### src/rtl/handshake_const_check_if.sv
// Handshake bundle for handshake_const_check: data-token input channel plus
// the dataless control-token output channel.
interface handshake_const_check_if #(
    parameter int unsigned DATA_WIDTH = 32
);
    logic [DATA_WIDTH-1:0] ins;
    logic                  ins_valid;
    logic                  ins_ready;
    logic                  ctrl_valid;
    logic                  ctrl_ready;

    // master: the surrounding netlist (token producer and ctrl consumer)
    modport master (
        output ins, ins_valid, ctrl_ready,
        input  ins_ready, ctrl_valid
    );

    // slave: the checker itself
    modport slave (
        input  ins, ins_valid, ctrl_ready,
        output ins_ready, ctrl_valid
    );
endinterface

### src/rtl/handshake_const_check.sv
// Token checker: accepts data tokens, compares to EXPECTED, forwards one dataless
// ctrl token each, keeps saturating debug counts. Optional halt: HANDSHAKE_CONST_CHECK_HALT_EN.
module handshake_const_check #(
    parameter int unsigned DATA_WIDTH = 32,
    parameter int unsigned EXPECTED   = 3,
    parameter int unsigned CNT_WIDTH  = 16
) (
    input  logic                   clk,
    input  logic                   rst,
    handshake_const_check_if.slave hs,
    input  logic                   clear,
    output logic [CNT_WIDTH-1:0]   token_count,
    output logic [CNT_WIDTH-1:0]   err_count,
    output logic                   mismatch,
    output logic [DATA_WIDTH-1:0]  first_bad
);

    localparam logic [1:0] ST_EMPTY  = 2'd0;
    localparam logic [1:0] ST_FULL   = 2'd1;
`ifdef HANDSHAKE_CONST_CHECK_HALT_EN
    localparam logic [1:0] ST_HALTED = 2'd2;
`endif

    localparam logic [DATA_WIDTH-1:0] EXP_V   = DATA_WIDTH'(EXPECTED);
    localparam logic [CNT_WIDTH-1:0]  CNT_MAX = '1;

    logic [1:0]            state_q, state_d;
    logic [CNT_WIDTH-1:0]  tok_q, tok_d;
    logic [CNT_WIDTH-1:0]  err_q, err_d;
    logic                  mis_q, mis_d;
    logic [DATA_WIDTH-1:0] first_q, first_d;
    logic                  halt_pend_q;
    logic                  ready;
    logic                  acc;
    logic                  emit;
    logic                  bad;

    assign acc  = hs.ins_valid & ready;
    assign emit = (state_q == ST_FULL) & hs.ctrl_ready;
    assign bad  = (hs.ins != EXP_V);

    assign hs.ins_ready  = ready;
    assign hs.ctrl_valid = (state_q == ST_FULL);

    always_comb begin
        ready = 1'b0;
        case (state_q)
            ST_EMPTY: ready = 1'b1;
            ST_FULL:  ready = hs.ctrl_ready & ~halt_pend_q;
            default:  ready = 1'b0;
        endcase
    end

`ifdef HANDSHAKE_CONST_CHECK_HALT_EN
    logic halt_pend_d;

    // A mismatch arms the halt; it takes effect once the forwarded token drains.
    always_comb begin
        halt_pend_d = halt_pend_q;
        if (clear)
            halt_pend_d = 1'b0;
        else if (acc && bad)
            halt_pend_d = 1'b1;
        else if (emit)
            halt_pend_d = 1'b0;
    end

    always_ff @(posedge clk or posedge rst) begin
        if (rst)
            halt_pend_q <= 1'b0;
        else
            halt_pend_q <= halt_pend_d;
    end

    always_comb begin
        state_d = state_q;
        case (state_q)
            ST_EMPTY: if (acc) state_d = ST_FULL;
            ST_FULL: begin
                if (emit && halt_pend_q && !clear)
                    state_d = ST_HALTED;
                else if (emit && !acc)
                    state_d = ST_EMPTY;
            end
            ST_HALTED: if (clear) state_d = ST_EMPTY;
            default:   state_d = ST_EMPTY;
        endcase
    end
`else
    assign halt_pend_q = 1'b0;

    always_comb begin
        state_d = state_q;
        case (state_q)
            ST_EMPTY: if (acc) state_d = ST_FULL;
            ST_FULL:  if (emit && !acc) state_d = ST_EMPTY;
            default:  state_d = ST_EMPTY;
        endcase
    end
`endif

    // clear outranks the accept: a token taken during clear is forwarded but not counted
    always_comb begin
        tok_d   = tok_q;
        err_d   = err_q;
        mis_d   = mis_q;
        first_d = first_q;
        if (clear) begin
            tok_d   = '0;
            err_d   = '0;
            mis_d   = 1'b0;
            first_d = '0;
        end else if (acc) begin
            if (tok_q != CNT_MAX)
                tok_d = tok_q + 1'b1;
            if (bad) begin
                if (err_q != CNT_MAX)
                    err_d = err_q + 1'b1;
                mis_d = 1'b1;
                if (!mis_q)
                    first_d = hs.ins;
            end
        end
    end

    always_ff @(posedge clk or posedge rst) begin
        if (rst) begin
            state_q <= ST_EMPTY;
            tok_q   <= '0;
            err_q   <= '0;
            mis_q   <= 1'b0;
            first_q <= '0;
        end else begin
            state_q <= state_d;
            tok_q   <= tok_d;
            err_q   <= err_d;
            mis_q   <= mis_d;
            first_q <= first_d;
        end
    end

    assign token_count = tok_q;
    assign err_count   = err_q;
    assign mismatch    = mis_q;
    assign first_bad   = first_q;

endmodule
### src/flat_wrapper.sv
// flat-port wrapper written by rule: the top's interface ports become plain ports
module handshake_const_check_flat 
#(
    parameter int unsigned DATA_WIDTH = 32,
    parameter int unsigned EXPECTED   = 3,
    parameter int unsigned CNT_WIDTH  = 16
)
  (clk, rst, clear, token_count, err_count, mismatch, first_bad, hs_ins, hs_ins_valid, hs_ctrl_ready, hs_ins_ready, hs_ctrl_valid);
  handshake_const_check_if #(.DATA_WIDTH(DATA_WIDTH)) hs_i ();
  input  logic clk;
  input  logic rst;
  input  logic clear;
  output logic [CNT_WIDTH-1:0] token_count;
  output logic [CNT_WIDTH-1:0] err_count;
  output logic mismatch;
  output logic [DATA_WIDTH-1:0] first_bad;
  input wire logic [$bits(hs_i.ins)-1:0] hs_ins;
  input wire logic [$bits(hs_i.ins_valid)-1:0] hs_ins_valid;
  input wire logic [$bits(hs_i.ctrl_ready)-1:0] hs_ctrl_ready;
  output wire logic [$bits(hs_i.ins_ready)-1:0] hs_ins_ready;
  output wire logic [$bits(hs_i.ctrl_valid)-1:0] hs_ctrl_valid;
  assign hs_i.ins = hs_ins;
  assign hs_i.ins_valid = hs_ins_valid;
  assign hs_i.ctrl_ready = hs_ctrl_ready;
  assign hs_ins_ready = hs_i.ins_ready;
  assign hs_ctrl_valid = hs_i.ctrl_valid;
  handshake_const_check #(.DATA_WIDTH(DATA_WIDTH), .EXPECTED(EXPECTED), .CNT_WIDTH(CNT_WIDTH)) u_core (.clk(clk), .rst(rst), .hs(hs_i), .clear(clear), .token_count(token_count), .err_count(err_count), .mismatch(mismatch), .first_bad(first_bad));
endmodule
### config.mk
export PLATFORM = sky130hd
export DESIGN_NAME = handshake_const_check_flat
export DESIGN_NICKNAME = d
export VERILOG_FILES = /design/src/rtl/handshake_const_check_if.sv /design/src/rtl/handshake_const_check.sv /design/src/flat_wrapper.sv
export SDC_FILE = /design/constraint.sdc
export NUM_CORES = 1
export LEC_CHECK = 0
export BUFFER_PORTS_ARGS = -buffer_cell sky130_fd_sc_hd__buf_4
export CAP_MARGIN = 20
export CORE_ASPECT_RATIO = 1.75
export CORE_UTILIZATION = 35
export DETAILED_ROUTE_END_ITERATION = 8
export GPL_ROUTABILITY_DRIVEN = 1
export GPL_TIMING_DRIVEN = 0
export RECOVER_POWER = 100
export REMOVE_ABC_BUFFERS = 1
export SLEW_MARGIN = 5
export SYNTH_ARGS = -nofsm -noshare
export SYNTH_HDL_FRONTEND = slang
export SYNTH_SLANG_ARGS = --single-unit
### constraint.sdc
create_clock -name clk -period 2.4 [get_ports clk]
set_input_delay 0.24 -clock clk [delete_from_list [all_inputs] [get_ports clk]]
set_output_delay 0.24 -clock clk [all_outputs]
set_load 0.005 [all_outputs]
==> run summary <==
Distinct cells, synth: 44
Worst setup EP type: flip-flop
Final setup vio count: 0
Psw: 0.652 mW
Remaining DRCs: 0
Post-DRT Antenna Nets: 0
EDFF count, synth: 0
Vias: 2877
Slew HR: 24.2%
FMAX: 450 MHz
DR vias/cell: 5.26
Syn_area_per_cell: 10.5 um^2
Worst Hold Class: in -> reg
Initial Util: 35.9%
Core Region: 0.00941 mm^2
Final instance area: 0.00452 mm^2
Worst-skew pair later-pin latency: 0.32 ns
Die width: 76.3 um
# Max-Cap Violations: 0
Kind of critical path: reg -> reg
Critical path's largest stage delay: 0.47 ns
Cell Area, Placed: 0.00428 mm^2
Hold Fails Final Rpt: 0
Simple-gate share of the synthesized area: 24.4%
Clock power frac: 42.6%
Synth Area in XOR/XNOR: 3.11%
TritonCTS clock tree: built
Number of placement rows: 47
Antenna violations before repair: 0
Global-route usage over all layers: 17.9%
Mux contribution to synthesized area: 11.0%
Clock Tree Root: clkbuf_16
Overflow after GRT: 0
Worst hold slack: 0.135 ns
Tightest Pin Transition: 1.13 ns
Dpl ws: -0.426 ns
Adder-Cell Fraction of Synth Area: 0.741%
Pwr Total: 2.76 mW
H-tree depth: 3
Share of cells above drive strength 1: 28.0%
Max FO, Critical Path: 12
Sequential-to-total area share from yosys stat: 48.9%
Die ar.: 0.0101 mm^2
Number of global-route vias before repair: 2883
Post-DP HPWL: 5970 um
CTS sink cnt: 66
Gpl congestion: 0.779
Drt wl/cell: 15.4 um
Setup crit start kind: flip-flop
Setup Skew: 0.00396 ns
DR pass1 iterations: 4
Io pins: 104
Final #Nets: 462
Die height: 132 um
RSZ-0062 raised after global routing: false
1st-iter DRT viols: 184
Compound-Gate Fraction of Synth Area: 8.93%
Synth Warn #: 0
IO buf count: 103
P_leak: 2.06 nW
Synth Flop Type: dfrtp_1
Setup TNS: 0 ns
Antenna cell count: 0
First-pass GRT wire length: 14300 um
Setup slack after layout: 0.176 ns
Power Density: 611 mW/mm^2
Critical Path RT: 2.59 ns
P&R area growth vs syn: 33.8%
Final core occ: 48.0%
Total wire length: 8410 um
Largest net degree at the start of global routing: 69
Fraction of registers with async set/reset: 100%
Fin crit share: 92.7%
Worst vdd ir: 411 uV
Buf/Inv on CP: 0
Clk slew on worst S/H paths: 0.05 ns
#FFs+latches synth: 66
Critical-path cell list: ha_1, nand3_1, nor4_1, a22o_2, or2_4, o211ai_1
Layout Cells excl Fill: 547
Status: complete, no violations
Synth Cell Area: 0.00338 mm^2
Cells after Synth: 322
Final min period: 2.22 ns
Switching Share: 23.6%
CP max stage cell: nor4_1
DP Cell Count: 532
Internal: 2.11 mW
Main combinational cell family by area after synthesis: simple AND/OR/NAND/NOR gates
Worst path top cell family by delay: simple AND/OR/NAND/NOR gates
CTS buffer count: 9
Worst EP arrival: 2.42 ns
Pins over their slew limit: 0
Seq pwr share: 44.6%
Gate power share: 12.8%
Max clock buf depth: 2
power groups by stage:
stage / combinational (mW) / sequential, mW / clock, mW
2_1_floorplan: 0.140 / 1.25 / 0
3_3_place_gp: 0.357 / 1.25 / 0
3_5_place_dp: 0.377 / 1.25 / 0
4_1_cts: 0.381 / 1.23 / 1.21
5_1_grt: 0.391 / 1.24 / 1.26
6_report: 0.354 / 1.23 / 1.18
path summary, 6_finish.rpt:
check / slack (ns) / end / cells past startpoint / startpoint
max in group asynchronous: 0.51 / u_core.token_count[15] / 4 / rst
min in group asynchronous: 0.70 / u_core.first_bad[28] / 3 / rst
min: 0.13 / u_core.state_q[0] / 2 / hs_ins_valid
min reg2reg: 0.49 / u_core.first_bad[13] / 1 / u_core.first_bad[13]
max: 0.18 / u_core.err_count[5] / 6 / u_core.err_count[0]
max reg2reg: 0.18 / u_core.err_count[5] / 6 / u_core.err_count[0]
layer usage:
layer | global-route usage, % | share of wire, % | wire (um)
met1 | 19.6 | 39 | 3260
met2 | 32.2 | 55 | 4630
met3 | 4.22 | 4.1 | 346
met4 | 8.55 | 2.0 | 166
met5 | 0 | 0 | 0
cells in the final DEF, fill, tap and decap left out, types with 4 or more instances in the layout:
master | Yosys | final
dfrtp_1 | 66 | 66
clkbuf_4 | 0 | 63
buf_4 | 0 | 34
nor2b_1 | 33 | 33
mux2_1 | 30 | 30
nor2_1 | 22 | 22
nor4_1 | 17 | 17
nand2_1 | 17 | 16
nand3_1 | 15 | 15
xnor2_1 | 11 | 11
nor3_1 | 10 | 10
o21ai_0 | 10 | 10
clkbuf_16 | 0 | 9
clkbuf_1 | 11 | 9
o31ai_1 | 8 | 8
nand4_1 | 7 | 7
and4_1 | 5 | 5
and3_1 | 5 | 5
o211ai_1 | 4 | 4
layout make-up:
class,instances,area [um^2]
fill,898,4890
sequential,66,1650
multi-input combinational,236,1640
timing repair buffer,107,803
clock buffer,13,260
tap,122,153
inverter,3,12.5
flip-flops by register name, summed over array words and instances, names as in the netlist:
| signal | count |
|---|---|
| u_core.err_count | 16 |
| u_core.first_bad | 32 |
| u_core.mismatch | 1 |
| u_core.state_q | 1 |
| u_core.token_count | 16 |
cell families after synthesis:
group | count (synthesis)
AO/OA/AOI/OAI | 43
XOR/XNOR | 12
adder cells (fa/ha/maj) | 2
buffers and inverters | 20
flip-flops | 66
multiplexers | 33
AND/OR/NAND/NOR | 146
synthesized netlist by cell type, types with 4 or more instances:
cell type	count	area [um^2]
dfrtp_1	66	1650
nor2b_1	33	206
mux2_1	30	338
nor2_1	22	82.6
nand2_1	17	63.8
nor4_1	17	106
nand3_1	15	75.1
clkbuf_1	11	41.3
xnor2_1	11	96.3
nor3_1	10	50.1
o21ai_0	10	50.1
o31ai_1	8	60.1
nand4_1	7	43.8
and3_1	5	31.3
and4_1	5	43.8
o211ai_1	4	30.0
what timing repair did:
action / in CTS / in global routing
hold endpoints to repair: 23 / 0
resized for setup: 3 / 1
pin swaps: 1 / 0
setup buffers: 1 / 0
setup endpoints to repair: 27 / 1
hold buffers: 1 / 0
No activity file was read; power rests on OpenSTA's default activity.
